===== config.mk =====
export PLATFORM = sky130hd
export DESIGN_NAME = lsu_ctrl
export DESIGN_NICKNAME = d
export VERILOG_FILES = /design/src/rtl/lsu_ctrl.sv
export SDC_FILE = /design/constraint.sdc
export NUM_CORES = 1
export LEC_CHECK = 0
export BUFFER_PORTS_ARGS = -buffer_cell sky130_fd_sc_hd__clkbuf_2
export CORE_ASPECT_RATIO = 1.2
export CORE_UTILIZATION = 28
export DETAILED_ROUTE_END_ITERATION = 12
export PLACE_DENSITY = 0.58
export SLEW_MARGIN = 15
export SYNTH_ARGS = -nofsm -noshare
export SYNTH_HDL_FRONTEND = slang
export SYNTH_SLANG_ARGS = --single-unit

===== constraint.sdc =====
create_clock -name clk -period 5.9 [get_ports clk]
set_input_delay 0.59 -clock clk [delete_from_list [all_inputs] [get_ports clk]]
set_output_delay 0.59 -clock clk [all_outputs]
set_load 0.01 [all_outputs]

===== src/rtl/lsu_ctrl.sv =====
// Load/store sequencer: splits unaligned accesses into one or two
// word beats and returns an aligned, extended load result.
module lsu_ctrl (
    input  logic        clk,
    input  logic        rst_n,
    input  logic        req_valid,
    input  logic        req_load,
    input  logic        req_store,
    input  logic [2:0]  req_funct3,
    input  logic [31:0] req_addr,
    input  logic [31:0] req_wdata,
    output logic        stall,
    output logic        rsp_valid,
    output logic [31:0] rsp_data,
    output logic        rsp_err,
    output logic        mem_req,
    output logic        mem_we,
    output logic [31:0] mem_addr,
    output logic [3:0]  mem_be,
    output logic [31:0] mem_wdata,
    input  logic        mem_gnt,
    input  logic        mem_rvalid,
    input  logic [31:0] mem_rdata
);

    typedef enum logic [2:0] {
        IDLE, REQ0, RSP0, REQ1, RSP1, DONE
    } state_t;

    state_t state, state_n;

    logic        active;
    logic        legal;
    logic        ld_ok;
    logic        st_ok;
    logic [3:0]  mask;
    logic [7:0]  be8;
    logic [63:0] wd64;

    logic        err_q;
    logic        st_q;
    logic        split_q;
    logic [1:0]  off_q;
    logic [2:0]  f3_q;
    logic [31:0] base_q;
    logic [3:0]  be_hi_q;
    logic [31:0] wd_hi_q;
    logic [31:0] lo_q;
    logic [23:0] hi_q;
    logic [31:0] algn;
    logic [31:0] ext;

    assign active = req_valid & (req_load | req_store);
    assign ld_ok  = (req_funct3 != 3'd3) & (req_funct3 <= 3'd5);
    assign st_ok  = (req_funct3 <= 3'd2);
    assign legal  = (req_load & ~req_store & ld_ok)
                  | (req_store & ~req_load & st_ok);

    always_comb begin
        mask = 4'b1111;
        case (req_funct3[1:0])
            2'b00:   mask = 4'b0001;
            2'b01:   mask = 4'b0011;
            default: mask = 4'b1111;
        endcase
    end

    assign be8  = {4'b0000, mask} << req_addr[1:0];
    assign wd64 = {32'h0, req_wdata} << {req_addr[1:0], 3'b000};

    always_comb begin
        state_n = state;
        case (state)
            IDLE: if (active) state_n = legal ? REQ0 : DONE;
            REQ0: if (mem_gnt) begin
                if (!st_q)        state_n = RSP0;
                else if (split_q) state_n = REQ1;
                else              state_n = DONE;
            end
            RSP0: if (mem_rvalid) state_n = split_q ? REQ1 : DONE;
            REQ1: if (mem_gnt) state_n = st_q ? DONE : RSP1;
            RSP1: if (mem_rvalid) state_n = DONE;
            DONE: state_n = IDLE;
            default: state_n = IDLE;
        endcase
    end

    always_ff @(posedge clk or negedge rst_n) begin
        if (!rst_n) begin
            state     <= IDLE;
            mem_req   <= 1'b0;
            mem_we    <= 1'b0;
            mem_addr  <= 32'h0;
            mem_be    <= 4'h0;
            mem_wdata <= 32'h0;
            err_q     <= 1'b0;
            st_q      <= 1'b0;
            split_q   <= 1'b0;
            off_q     <= 2'd0;
            f3_q      <= 3'd0;
            base_q    <= 32'h0;
            be_hi_q   <= 4'h0;
            wd_hi_q   <= 32'h0;
            lo_q      <= 32'h0;
            hi_q      <= 24'h0;
        end else begin
            state   <= state_n;
            mem_req <= (state_n == REQ0) | (state_n == REQ1);
            if (state == IDLE && active) begin
                err_q   <= ~legal;
                st_q    <= req_store;
                split_q <= |be8[7:4];
                off_q   <= req_addr[1:0];
                f3_q    <= req_funct3;
                base_q  <= {req_addr[31:2], 2'b00};
                be_hi_q <= be8[7:4];
                wd_hi_q <= wd64[63:32];
                lo_q    <= 32'h0;
                hi_q    <= 24'h0;
                if (legal) begin
                    mem_we    <= req_store;
                    mem_addr  <= {req_addr[31:2], 2'b00};
                    mem_be    <= be8[3:0];
                    mem_wdata <= wd64[31:0];
                end
            end
            // second beat is loaded on entry to REQ1
            if (state_n == REQ1 && state != REQ1) begin
                mem_addr  <= base_q + 32'd4;
                mem_be    <= be_hi_q;
                mem_wdata <= wd_hi_q;
            end
            if (state == RSP0 && mem_rvalid) lo_q <= mem_rdata;
            if (state == RSP1 && mem_rvalid) hi_q <= mem_rdata[23:0];
        end
    end

    always_comb begin
        algn = lo_q;
        case (off_q)
            2'd0: algn = lo_q;
            2'd1: algn = {hi_q[7:0],  lo_q[31:8]};
            2'd2: algn = {hi_q[15:0], lo_q[31:16]};
            2'd3: algn = {hi_q[23:0], lo_q[31:24]};
            default: algn = lo_q;
        endcase
    end

    always_comb begin
        ext = algn;
        case (f3_q)
            3'd0:    ext = {{24{algn[7]}}, algn[7:0]};
            3'd1:    ext = {{16{algn[15]}}, algn[15:0]};
            3'd4:    ext = {24'h0, algn[7:0]};
            3'd5:    ext = {16'h0, algn[15:0]};
            default: ext = algn;
        endcase
    end

    assign stall     = active & (state != DONE);
    assign rsp_valid = (state == DONE);
    assign rsp_err   = (state == DONE) & err_q;
    assign rsp_data  = (state == DONE && !st_q && !err_q) ? ext : 32'h0;

endmodule


==> out/qor.txt, run 1 <==
Leakage power figure -> 5.99 nW
Synth Flop Type -> sky130_fd_sc_hd__dfrtp_1
Number of flip-flops and latches in the synthesized netlist -> 192
Final GP Congestion -> 0.802
Vertical die dimension -> 212 um
Worst Setup Slack, final -> 1.96 ns
Number of setup violations in the final report -> 0
Reg-to-reg endpoint -> mem_wdata[6]
Final-stage net count -> 1361
Number of H-tree levels -> 4
CTS buffer count -> 17
Top cells by area, synth -> sky130_fd_sc_hd__dfrtp_1 47%, sky130_fd_sc_hd__nand2_1 12%, sky130_fd_sc_hd__mux4_2 7.0%, sky130_fd_sc_hd__mux2i_1 6.7%, sky130_fd_sc_hd__nand3_1 4.2%
Actual slew at the worst max-slew pin -> 1.13 ns
Detailed placer's ending HPWL -> 20.8 mm
Top cell type by total area after synthesis -> sky130_fd_sc_hd__dfrtp_1
Run status -> completed
Part of the cycle the worst path needs -> 66.8%
Antenna violations before repair -> 2
Setup Total Neg Slack -> 0 ns
Worst Path Max Fanout -> 24
Number of endpoints with negative hold slack in the final report -> 0
Unrepaired setup endpoints after global routing -> false
Mean instance size in the synthesized netlist -> 9.31 um2
Worst setup startpoint -> off_q[0]
Remaining antenna violation count -> 0
Internal power component -> 3.47 mW
Distinct cell type count after synthesis -> 53
Power Dens Cells -> 463 nW/um2
Global-route wire length before repair -> 49.1 mm
Overall via count from detail_route -> 8675
Power dissipated by switching net loads -> 2.20 mW
Portion of total power attributed to combinational logic -> 36.2%
Part of the power in registers -> 42.6%
Quantity of gates resized following cts -> 0
Clock tree from TritonCTS -> done
Clock share of power -> 21.2%
Clock Path Buffers -> 2
Largest net degree at the start of global routing -> 107
Syn Inst Count -> 1104
Area overhead of the layout relative to synthesis -> 19.1%
PortBufs -> 208
Reg clk slew, reported paths -> 0.08 ns
Remaining global-route overflow -> 0
Worst slew margin relative to its limit -> 24.2%
Fraction of registers with async set/reset -> 100%
Cell Chain, Critical Path -> buf_4 -> mux4_2 -> mux2i_1 -> nor2_1 -> o21bai_1 -> a21oi_1 -> clkbuf_2
Internal reg-to-reg setup slack -> 2.45 ns
Std-Cell Core Area -> 36000 um2
Critical-path top delay cell -> sky130_fd_sc_hd__o21bai_1
Final count of pins violating max slew -> 0
Post CTS Setup Buffer Count -> 0
Max-capacitance violation count -> 0
Syn Std Cell Area -> 10300 um2
Crit path buf inv count -> 2
Count of flip-flops with a built-in enable after synthesis -> 0
Routed length per instance -> 17.7 um
CTS Root Cell -> sky130_fd_sc_hd__clkbuf_16
Instance count on the critical path -> 7
Capture point of the critical path -> rsp_data[24]
Worst-case vdd ir drop -> 171 uV
Number of warnings reported in the yosys synthesis log -> 0
Via count normalized by instance count -> 5.00
X dimension of the die -> 177 um
Number of cells traversed by the worst register-to-register path -> 6
Total track usage -> 16.8%
Kind of start point of the critical path -> flop
Peak clock frequency supported by timing -> 254 MHz
Number of hold buffers added after CTS -> 0
Highest cell delay on the worst timing path -> 0.87 ns
Starting Density -> 28.5%
Switching Fraction -> 38.8%
Number of global-route vias before repair -> 8732
Drt first-iter violations -> 733
Share of the synthesized area in the top cell type -> 46.7%
Data arrival, critical path -> 3.35 ns
Worst slack, placed -> 2.26 ns
Largest delay share family, worst path -> compound AO/OA/AOI/OAI gates
Number of placement rows -> 76
Num ports -> 211
Layout cell share with drive strength beyond 1 -> 24.6%
Category of the worst setup path capture point -> primary output
Clock tree skew after final layout -> 0.0150 ns
Final min period -> 3.94 ns
Number of iterations in the first detailed-routing pass -> 6
Worst hold slack -> 0.174 ns
ANT cells -> 0
DRC violations left -> 0
Start of the worst register-to-register path -> state[0]
Start-to-end type of the worst setup path -> reg2out
Data required time at the worst endpoint -> 5.31 ns
Fraction of the yosys area taken by sequential cells -> 46.7%
Count of clock tree sinks -> 192
Drt total wl -> 30.6 mm
Total Die Area -> 37500 um2
Clock latency on the worst-skew pair -> 0.44 ns
Total power draw -> 5.67 mW
Path class of the lowest-slack min-delay path -> in2async
[power groups by stage]
stage          Clock (mW)  Sequential [mW]  Combinational, mW
5_1_grt              1.29             2.49               2.31
2_1_floorplan           0             2.32               1.45
3_3_place_gp            0             2.41               2.04
4_1_cts              1.24             2.41               2.09
3_5_place_dp            0             2.43               2.08
6_report             1.20             2.41               2.05
[cells by family after synthesis]
logic type | count (synthesis) | share of synthesized area [%]
and+or+nand+nor | 531 | 22.4
xor gates and xnor gates | 27 | 2.30
AOI/OAI and AO/OA | 123 | 7.99
DFF | 192 | 46.7
muxes | 119 | 15.7
other | 1 | 0.0365
buffers and inverters | 110 | 4.72
adders and majority gates | 1 | 0.122
[worst reg2reg max path: stages, from the launching register on]
cell and delay [ns]:
sky130_fd_sc_hd__dfrtp_1 0.52, sky130_fd_sc_hd__or4_4 0.91, sky130_fd_sc_hd__buf_4 0.54, sky130_fd_sc_hd__a221oi_4 0.45, sky130_fd_sc_hd__buf_12 0.37, sky130_fd_sc_hd__nor3b_1 0.25, sky130_fd_sc_hd__a221o_1 0.30
[cells in the mapped netlist, types with 2 or more instances]
cell / n
sky130_fd_sc_hd__nand2_1: 321
sky130_fd_sc_hd__dfrtp_1: 192
sky130_fd_sc_hd__nand3_1: 86
sky130_fd_sc_hd__mux2i_1: 69
sky130_fd_sc_hd__nor2_1: 58
sky130_fd_sc_hd__clkbuf_1: 51
sky130_fd_sc_hd__a21oi_1: 33
sky130_fd_sc_hd__mux4_2: 32
sky130_fd_sc_hd__o21ai_0: 23
sky130_fd_sc_hd__inv_1: 20
sky130_fd_sc_hd__buf_2: 18
sky130_fd_sc_hd__mux2_2: 18
sky130_fd_sc_hd__xor2_1: 15
sky130_fd_sc_hd__nor2b_1: 13
sky130_fd_sc_hd__xnor2_1: 12
sky130_fd_sc_hd__nor3b_1: 11
sky130_fd_sc_hd__a221o_1: 10
sky130_fd_sc_hd__buf_1: 10
sky130_fd_sc_hd__nand4_1: 10
sky130_fd_sc_hd__a211oi_1: 9
sky130_fd_sc_hd__a221oi_1: 9
sky130_fd_sc_hd__and3_1: 8
sky130_fd_sc_hd__o21ai_1: 8
sky130_fd_sc_hd__o31ai_1: 8
sky130_fd_sc_hd__buf_4: 7
sky130_fd_sc_hd__o211ai_1: 6
sky130_fd_sc_hd__nor4_1: 5
sky130_fd_sc_hd__nand3b_1: 4
sky130_fd_sc_hd__a22oi_1: 3
sky130_fd_sc_hd__buf_6: 3
sky130_fd_sc_hd__o22ai_1: 3
sky130_fd_sc_hd__or3_1: 3
sky130_fd_sc_hd__a21o_1: 2
sky130_fd_sc_hd__and4_1: 2
sky130_fd_sc_hd__nor3_1: 2
sky130_fd_sc_hd__o21a_1: 2
sky130_fd_sc_hd__or2_2: 2
[per-stage QoR]
stage / utilization, % / cells / cell area (um2)
floorplan: - / 1105 / 10300
global placement: 32.3 / 1703 / 11600
detailed placement: 32.3 / 1703 / 11600
CTS: 34.0 / 1734 / 12200
global route: 34.0 / 1734 / 12200
finish: 34.0 / 1734 / 12200
[metal layers]
metal	vias up	track usage, %	part of all wire, %
met3	21	3.45	6.2
li1	4084	-	-
met2	292	27.9	49
met1	4274	22.3	44
met4	4	4.01	0.87
met5	-	0	0.10
[final cells by class]
| cell class | count | area [um2] |
|---|---|---|
| Tap cell | 468 | 586 |
| Clock buffer | 19 | 443 |
| Clock inverter | 12 | 150 |
| Timing Repair Buffer | 220 | 1160 |
| Inverter | 20 | 75.1 |
| Sequential cell | 192 | 4800 |
| Fill cell | 3744 | 23800 |
| Multi-Input combinational cell | 803 | 5020 |
[worst min path at each step]
stage                        to        start  depth (start not counted)  slack, ns
floorplan            base_q[10]        rst_n                          0       0.29
global placement    wd_hi_q[23]  wd_hi_q[23]                          2       0.45
detailed placement  wd_hi_q[15]  wd_hi_q[15]                          2       0.46
CTS                     hi_q[6]        rst_n                          1       0.23
global route            hi_q[0]        rst_n                          1       0.22
finish                  hi_q[6]        rst_n                          1       0.17
[registers in the layout, summed over array words and instances (netlist names), 2 cells and up]
register   cells
lo_q          32
mem_wdata     32
base_q        30
mem_addr      30
hi_q          24
wd_hi_q       24
mem_be         4
be_hi_q        3
f3_q           3
state          3
off_q          2
[layout by cell type, fill, tap and decap left out, types with 3 or more instances in the layout]
cell type                   count
sky130_fd_sc_hd__a221o_1       10
sky130_fd_sc_hd__inv_1         20
sky130_fd_sc_hd__mux4_2        32
sky130_fd_sc_hd__o211ai_1       6
sky130_fd_sc_hd__o21ai_1        8
sky130_fd_sc_hd__inv_6          5
sky130_fd_sc_hd__o22ai_1        3
sky130_fd_sc_hd__xnor2_1       12
sky130_fd_sc_hd__a22oi_1        3
sky130_fd_sc_hd__clkbuf_16     17
sky130_fd_sc_hd__nor2b_1       13
sky130_fd_sc_hd__nor3b_1       11
sky130_fd_sc_hd__nand3b_1       4
sky130_fd_sc_hd__a21oi_1       32
sky130_fd_sc_hd__mux2_2        18
sky130_fd_sc_hd__nand2_1      321
sky130_fd_sc_hd__clkbuf_2     207
sky130_fd_sc_hd__nor2_1        58
sky130_fd_sc_hd__dfrtp_1      192
sky130_fd_sc_hd__nand4_1       10
sky130_fd_sc_hd__nand3_1       85
sky130_fd_sc_hd__a211oi_1       9
sky130_fd_sc_hd__a221oi_1       9
sky130_fd_sc_hd__buf_4         10
sky130_fd_sc_hd__nor4_1         4
sky130_fd_sc_hd__o31ai_1        8
sky130_fd_sc_hd__xor2_1        15
sky130_fd_sc_hd__o21ai_0       23
sky130_fd_sc_hd__or3_1          3
sky130_fd_sc_hd__mux2i_1       69
sky130_fd_sc_hd__and3_1         8
(Power assumes the default switching activity.)
==> inputs of run 2 (changes only) <==
--- a/config.mk
+++ b/config.mk
@@ -9,7 +9,7 @@
 export CORE_ASPECT_RATIO = 1.2
 export CORE_UTILIZATION = 28
 export DETAILED_ROUTE_END_ITERATION = 12
-export PLACE_DENSITY = 0.58
+export PLACE_DENSITY = 0.6
 export SLEW_MARGIN = 15
 export SYNTH_ARGS = -nofsm -noshare
 export SYNTH_HDL_FRONTEND = slang
==> constraint.sdc (replaced) <==
create_clock -name clk -period 3.4 [get_ports clk]
set_input_delay 0.34 -clock clk [delete_from_list [all_inputs] [get_ports clk]]
set_output_delay 0.34 -clock clk [all_outputs]
set_load 0.01 [all_outputs]
==> run 2 against run 1 <==
Net effect:
- sequential share of layout area shrank 0.28 points
- die area is the same
- setup slack lost 1.7 ns
- total power grew 73%
- clock-buffer cell count shrank 1
- clock skew shrank 0.0030 ns
- utilization grew 0.24 points
- register-to-register slack lost 1.8 ns
- combinational power grew 77%
- non-clock buffer count grew 12
- cell count grew 0.81%
- sequential cell count is the same
==> out/qor.txt, run 2 (synthesis results as in run 1) <==
Registers with the highest flip-flop counts -> lo_q (32), mem_wdata (32)
PortBufs -> 208
Overall via count from detail_route -> 8739
DRC violations left -> 0
Global-route wire length before repair -> 48.9 mm
Number of hold buffers added after CTS -> 1
Largest net degree at the start of global routing -> 96
Count of clock tree sinks -> 192
Worst hold slack -> 0.0863 ns
Reg clk slew, reported paths -> 0.08 ns
Unrepaired setup endpoints after global routing -> false
Commonest cells after routing, fill and taps aside -> 321 x sky130_fd_sc_hd__nand2_1, 207 x sky130_fd_sc_hd__clkbuf_2, 192 x sky130_fd_sc_hd__dfrtp_1
Via count normalized by instance count -> 5.00
Number of setup violations in the final report -> 0
Total track usage -> 16.7%
Clock tree from TritonCTS -> done
Path class of the lowest-slack min-delay path -> in2reg
Final count of pins violating max slew -> 0
Reg-to-reg endpoint -> mem_addr[31]
Number of cells traversed by the worst register-to-register path -> 5
Data arrival, critical path -> 2.77 ns
Internal reg-to-reg setup slack -> 0.67 ns
Power Dens Cells -> 794 nW/um2
Setup Total Neg Slack -> 0 ns
Leakage power figure -> 6.03 nW
Num ports -> 211
Worst slew margin relative to its limit -> 24.4%
Clock tree skew after final layout -> 0.0120 ns
Number of global-route vias before repair -> 8798
Drt total wl -> 30.6 mm
Start-to-end type of the worst setup path -> reg2out
Worst-case vdd ir drop -> 253 uV
CTS Root Cell -> sky130_fd_sc_hd__clkbuf_16
Most frequent standard cell in the layout excluding fill and tap cells -> sky130_fd_sc_hd__nand2_1
Number of H-tree levels -> 4
Final-stage net count -> 1373
Total Die Area -> 37500 um2
Data required time at the worst endpoint -> 3.06 ns
Area overhead of the layout relative to synthesis -> 20.0%
CTS buffer count -> 17
Remaining global-route overflow -> 0
Remaining antenna violation count -> 0
Number of placement rows -> 76
Max-capacitance violation count -> 0
Category of the worst setup path capture point -> primary output
Detailed placer's ending HPWL -> 21.0 mm
Quantity of gates resized following cts -> 0
Actual slew at the worst max-slew pin -> 1.13 ns
Post CTS Setup Buffer Count -> 0
Final min period -> 3.11 ns
Starting Density -> 28.5%
Start of the worst register-to-register path -> state[0]
Part of the cycle the worst path needs -> 91.4%
Capture point of the critical path -> rsp_data[16]
Peak clock frequency supported by timing -> 322 MHz
Number of iterations in the first detailed-routing pass -> 6
Worst setup startpoint -> state[2]
Std-Cell Core Area -> 36000 um2
Total power draw -> 9.79 mW
Worst Path Max Fanout -> 17
Run status -> completed
Final GP Congestion -> 0.814
Routed length per instance -> 17.5 um
X dimension of the die -> 177 um
Antenna violations before repair -> 1
Vertical die dimension -> 212 um
Drt first-iter violations -> 531
Number of endpoints with negative hold slack in the final report -> 0
Layout cell share with drive strength beyond 1 -> 25.3%
Clock Path Buffers -> 2
Clock latency on the worst-skew pair -> 0.44 ns
Kind of start point of the critical path -> flop
run 2: cell types whose count changed in the layout (fill, tap and decap cells not counted), moves of 2 or more:
cell                         change
sky130_fd_sc_hd__clkinv_8        +2
sky130_fd_sc_hd__inv_6           -3
sky130_fd_sc_hd__inv_8           +4
sky130_fd_sc_hd__bufinv_16       -2
sky130_fd_sc_hd__clkinvlp_4      +2
sky130_fd_sc_hd__buf_4          +11
run 2: cell type report:
class / instances / area (um2)
multi-input combinational: 803 / 5020
tap: 468 / 586
fill: 3768 / 23700
timing repair buffer: 232 / 1260
antenna: 1 / 2.50
clock buffer: 18 / 439
sequential: 192 / 4800
clock inverter: 14 / 148
inverter: 20 / 75.1
run 2: power breakdown:
| group | total (mW) | leakage, nW | internal [mW] | switching (mW) |
|---|---|---|---|---|
| Combinational | 3.62 | 3.28 | 1.64 | 1.98 |
| Clock | 2.02 | 0.279 | 1.00 | 1.02 |
| Sequential | 4.15 | 2.47 | 3.28 | 0.871 |
| Total | 9.79 | 6.03 | 5.92 | 3.87 |
run 2: critical path, stage by stage, from the launching register on:
cell                       delay (ns)
sky130_fd_sc_hd__dfrtp_1         0.55
sky130_fd_sc_hd__nor2b_1         0.31
sky130_fd_sc_hd__nand2_1         0.11
sky130_fd_sc_hd__or3_1           0.36
sky130_fd_sc_hd__buf_4           0.23
sky130_fd_sc_hd__o21bai_2        0.37
sky130_fd_sc_hd__a21oi_1         0.24
sky130_fd_sc_hd__clkbuf_2        0.16
run 2: per-stage QoR:
stage / cell area, um2 / std cells / setup slack, ns / utilization (%)
2_1_floorplan: 10300 / 1105 / 1.11 / -
6_report: 12300 / 1748 / 0.293 / 34.2
3_5_place_dp: 11700 / 1714 / 0.603 / 32.5
4_1_cts: 12300 / 1747 / 0.102 / 34.2
3_3_place_gp: 11700 / 1714 / 0.740 / 32.5
5_1_grt: 12300 / 1747 / 0.0708 / 34.2
run 2: worst min path at each step:
stage	to	cells past startpoint	startpoint	slack, ns
after global placement	hi_q[22]	1	rst_n	0.41
after floorplan	base_q[10]	0	rst_n	0.04
final	lo_q[28]	3	mem_rdata[28]	0.09
after detailed placement	hi_q[22]	1	rst_n	0.41
after CTS	lo_q[28]	3	mem_rdata[28]	0.06
after global routing	lo_q[26]	3	mem_rdata[26]	0.08
run 2: metal layers:
layer	up-vias	global-route usage (%)	part of all wire (%)
met4	2	4.13	1.2
li1	4115	-	-
met1	4323	22.5	45
met5	-	0	0.033
met2	272	27.4	48
met3	27	3.34	5.7
==> inputs of run 3 (changes only) <==
==> constraint.sdc (replaced) <==
create_clock -name clk -period 3.4 [get_ports clk]
set_input_delay 0.34 -clock clk [delete_from_list [all_inputs] [get_ports clk]]
set_output_delay 0.34 -clock clk [all_outputs]
set_load 0.1 [all_outputs]
==> run 3 against run 2 <==
Net effect:
- global-route usage grew 0.15 points
- non-clock buffer count shrank 3
- setup slack lost 0.056 ns
- cell area grew 2.9%
- clock skew is essentially flat
- highest routed layer unchanged
==> out/qor.txt, run 3 (synthesis results as in run 1) <==
PortBufs -> 208
Worst slew margin relative to its limit -> 36.3%
GR Layer Usage met1 -> 21.7%
Most frequent standard cell in the layout excluding fill and tap cells -> sky130_fd_sc_hd__nand2_1
Switching Fraction -> 52.0%
Clock tree skew after final layout -> 0.0122 ns
Final-stage net count -> 1370
Detailed placer's ending HPWL -> 21.2 mm
Clock Path Buffers -> 2
Data arrival, critical path -> 2.82 ns
Clock tree from TritonCTS -> done
Reg clk slew, reported paths -> 0.08 ns
Clock latency on the worst-skew pair -> 0.45 ns
Worst slack, placed -> 0.349 ns
Post CTS Setup Buffer Count -> 0
Crit path buf inv count -> 1
Actual slew at the worst max-slew pin -> 0.947 ns
Cell Chain, Critical Path -> nor2b_1 -> nand2_1 -> or3_4 -> o21bai_2 -> a21oi_1 -> buf_12
Worst Setup Slack, final -> 0.237 ns
Starting Density -> 28.5%
Worst-case vdd ir drop -> 481 uV
Vertical die dimension -> 212 um
Leakage power figure -> 6.11 nW
Multi-input gate area -> 5020 um2
Final GP Congestion -> 0.798
Std-Cell Core Area -> 36000 um2
Largest delay share family, worst path -> simple AND/OR/NAND/NOR gates
Final count of pins violating max slew -> 0
Flip-flop and latch area -> 4800 um2
Largest net degree at the start of global routing -> 107
Number of global-route vias before repair -> 8844
Number of cells in the design after placement -> 1711
Number of H-tree levels -> 4
Part of the cycle the worst path needs -> 93.0%
Peak clock frequency supported by timing -> 316 MHz
Worst Path Max Fanout -> 17
Final min period -> 3.16 ns
Registers with the highest flip-flop counts -> lo_q (32), mem_wdata (32)
Unrepaired setup endpoints after global routing -> false
Power Dens Cells -> 993 nW/um2
Number of iterations in the first detailed-routing pass -> 5
Total Die Area -> 37500 um2
Max-capacitance violation count -> 0
Antenna violations before repair -> 2
Count of clock tree sinks -> 192
Routed length per instance -> 17.6 um
Commonest cells after routing, fill and taps aside -> 321 x sky130_fd_sc_hd__nand2_1, 192 x sky130_fd_sc_hd__dfrtp_1, 183 x sky130_fd_sc_hd__clkbuf_2
Met2 routing resource usage after global routing -> 27.2%
Path class of the lowest-slack min-delay path -> in2reg
X dimension of the die -> 177 um
Area overhead of the layout relative to synthesis -> 23.4%
Critical-path top delay cell -> sky130_fd_sc_hd__dfrtp_1
Global routing usage on met3 -> 4.58%
Data required time at the worst endpoint -> 3.06 ns
Global-route wire length before repair -> 49.1 mm
Clock share of power -> 16.3%
Number of standard cells in the layout, taps in and fillers out -> 1745
Number of placement rows -> 76
Overall via count from detail_route -> 8688
Total non-filler cell area in the finished layout -> 12700 um2
Num ports -> 211
Via count normalized by instance count -> 4.98
Layout cell share with drive strength beyond 1 -> 25.2%
CTS Root Cell -> sky130_fd_sc_hd__clkbuf_16
Part of the power in registers -> 32.9%
Internal power component -> 6.04 mW
DRC violations left -> 0
Total track usage -> 16.9%
Remaining antenna violation count -> 0
Power dissipated by switching net loads -> 6.56 mW
Portion of total power attributed to combinational logic -> 50.8%
Number of endpoints with negative hold slack in the final report -> 0
Start-to-end type of the worst setup path -> reg2out
CTS buffer count -> 17
FILL cells -> 3732
Number of setup violations in the final report -> 0
Most crowded layer after global routing -> met2
Kind of start point of the critical path -> flop
Drt first-iter violations -> 491
Run status -> completed
Category of the worst setup path capture point -> primary output
Placed Instance Area -> 12100 um2
Remaining global-route overflow -> 0
Highest cell delay on the worst timing path -> 0.54 ns
Drt total wl -> 30.6 mm
[run 3: layout make-up]
class                      count  area share (%)
clock buffer                  18            3.46
tap                          468            4.61
clock inverter                14            1.18
antenna                        1          0.0197
timing repair buffer         229            12.7
inverter                      20           0.592
sequential                   192            37.9
multi-input combinational    803            39.6
[run 3: layer usage]
metal	up-vias	part of all wire, %
li1	4101	-
met1	4265	43
met2	289	48
met3	31	7.3
met4	2	1.5
met5	-	0.036
[run 3: worst reg2reg max path, delay by kind of cell (launching register included)]
family	cells	cell delay [ns]
AOI/OAI and AO/OA	2	0.62
buffers and inverters	1	0.39
DFF	1	0.52
and+or+nand+nor	2	0.89
[run 3: worst paths after layout]
path / from / slack, ns / end / depth (start not counted)
min in group asynchronous: rst_n / 0.47 / hi_q[22] / 2
hold reg to reg: wd_hi_q[13] / 0.47 / wd_hi_q[13] / 2
setup reg to reg: state[0] / 0.86 / mem_addr[23] / 5
setup / recovery: state[2] / 0.24 / rsp_data[27] / 6
hold / removal: mem_rdata[30] / 0.08 / lo_q[30] / 3
max in group asynchronous: rst_n / 2.03 / base_q[28] / 3
[run 3: repair_timing]
item | 4_1_cts | 5_1_grt
endpoints found under the setup margin | 16 | 0
hold buffers | 1 | 0
resized for setup | 2 | 0
endpoints found under the hold margin | 74 | 0
[run 3: metrics by stage]
step                util (%)  hold slack (ns)  power [mW]  setup TNS [ns]
floorplan                  -           0.0444        9.17           -1.56
global placement        33.5            0.432        10.5               0
detailed placement      33.5            0.424        10.6               0
CTS                     35.2           0.0521        12.7               0
global route            35.2           0.0620        13.4               0
finish                  35.2           0.0779        12.6               0
[run 3: power by group through the flow]
| stage | Sequential, mW | Combinational, mW | Clock [mW] |
|---|---|---|---|
| after floorplan | 6.38 | 2.79 | 0 |
| after global placement | 4.13 | 6.40 | 0 |
| after detailed placement | 4.18 | 6.45 | 0 |
| after CTS | 4.15 | 6.48 | 2.12 |
| after global routing | 4.29 | 6.87 | 2.21 |
| final | 4.14 | 6.41 | 2.05 |
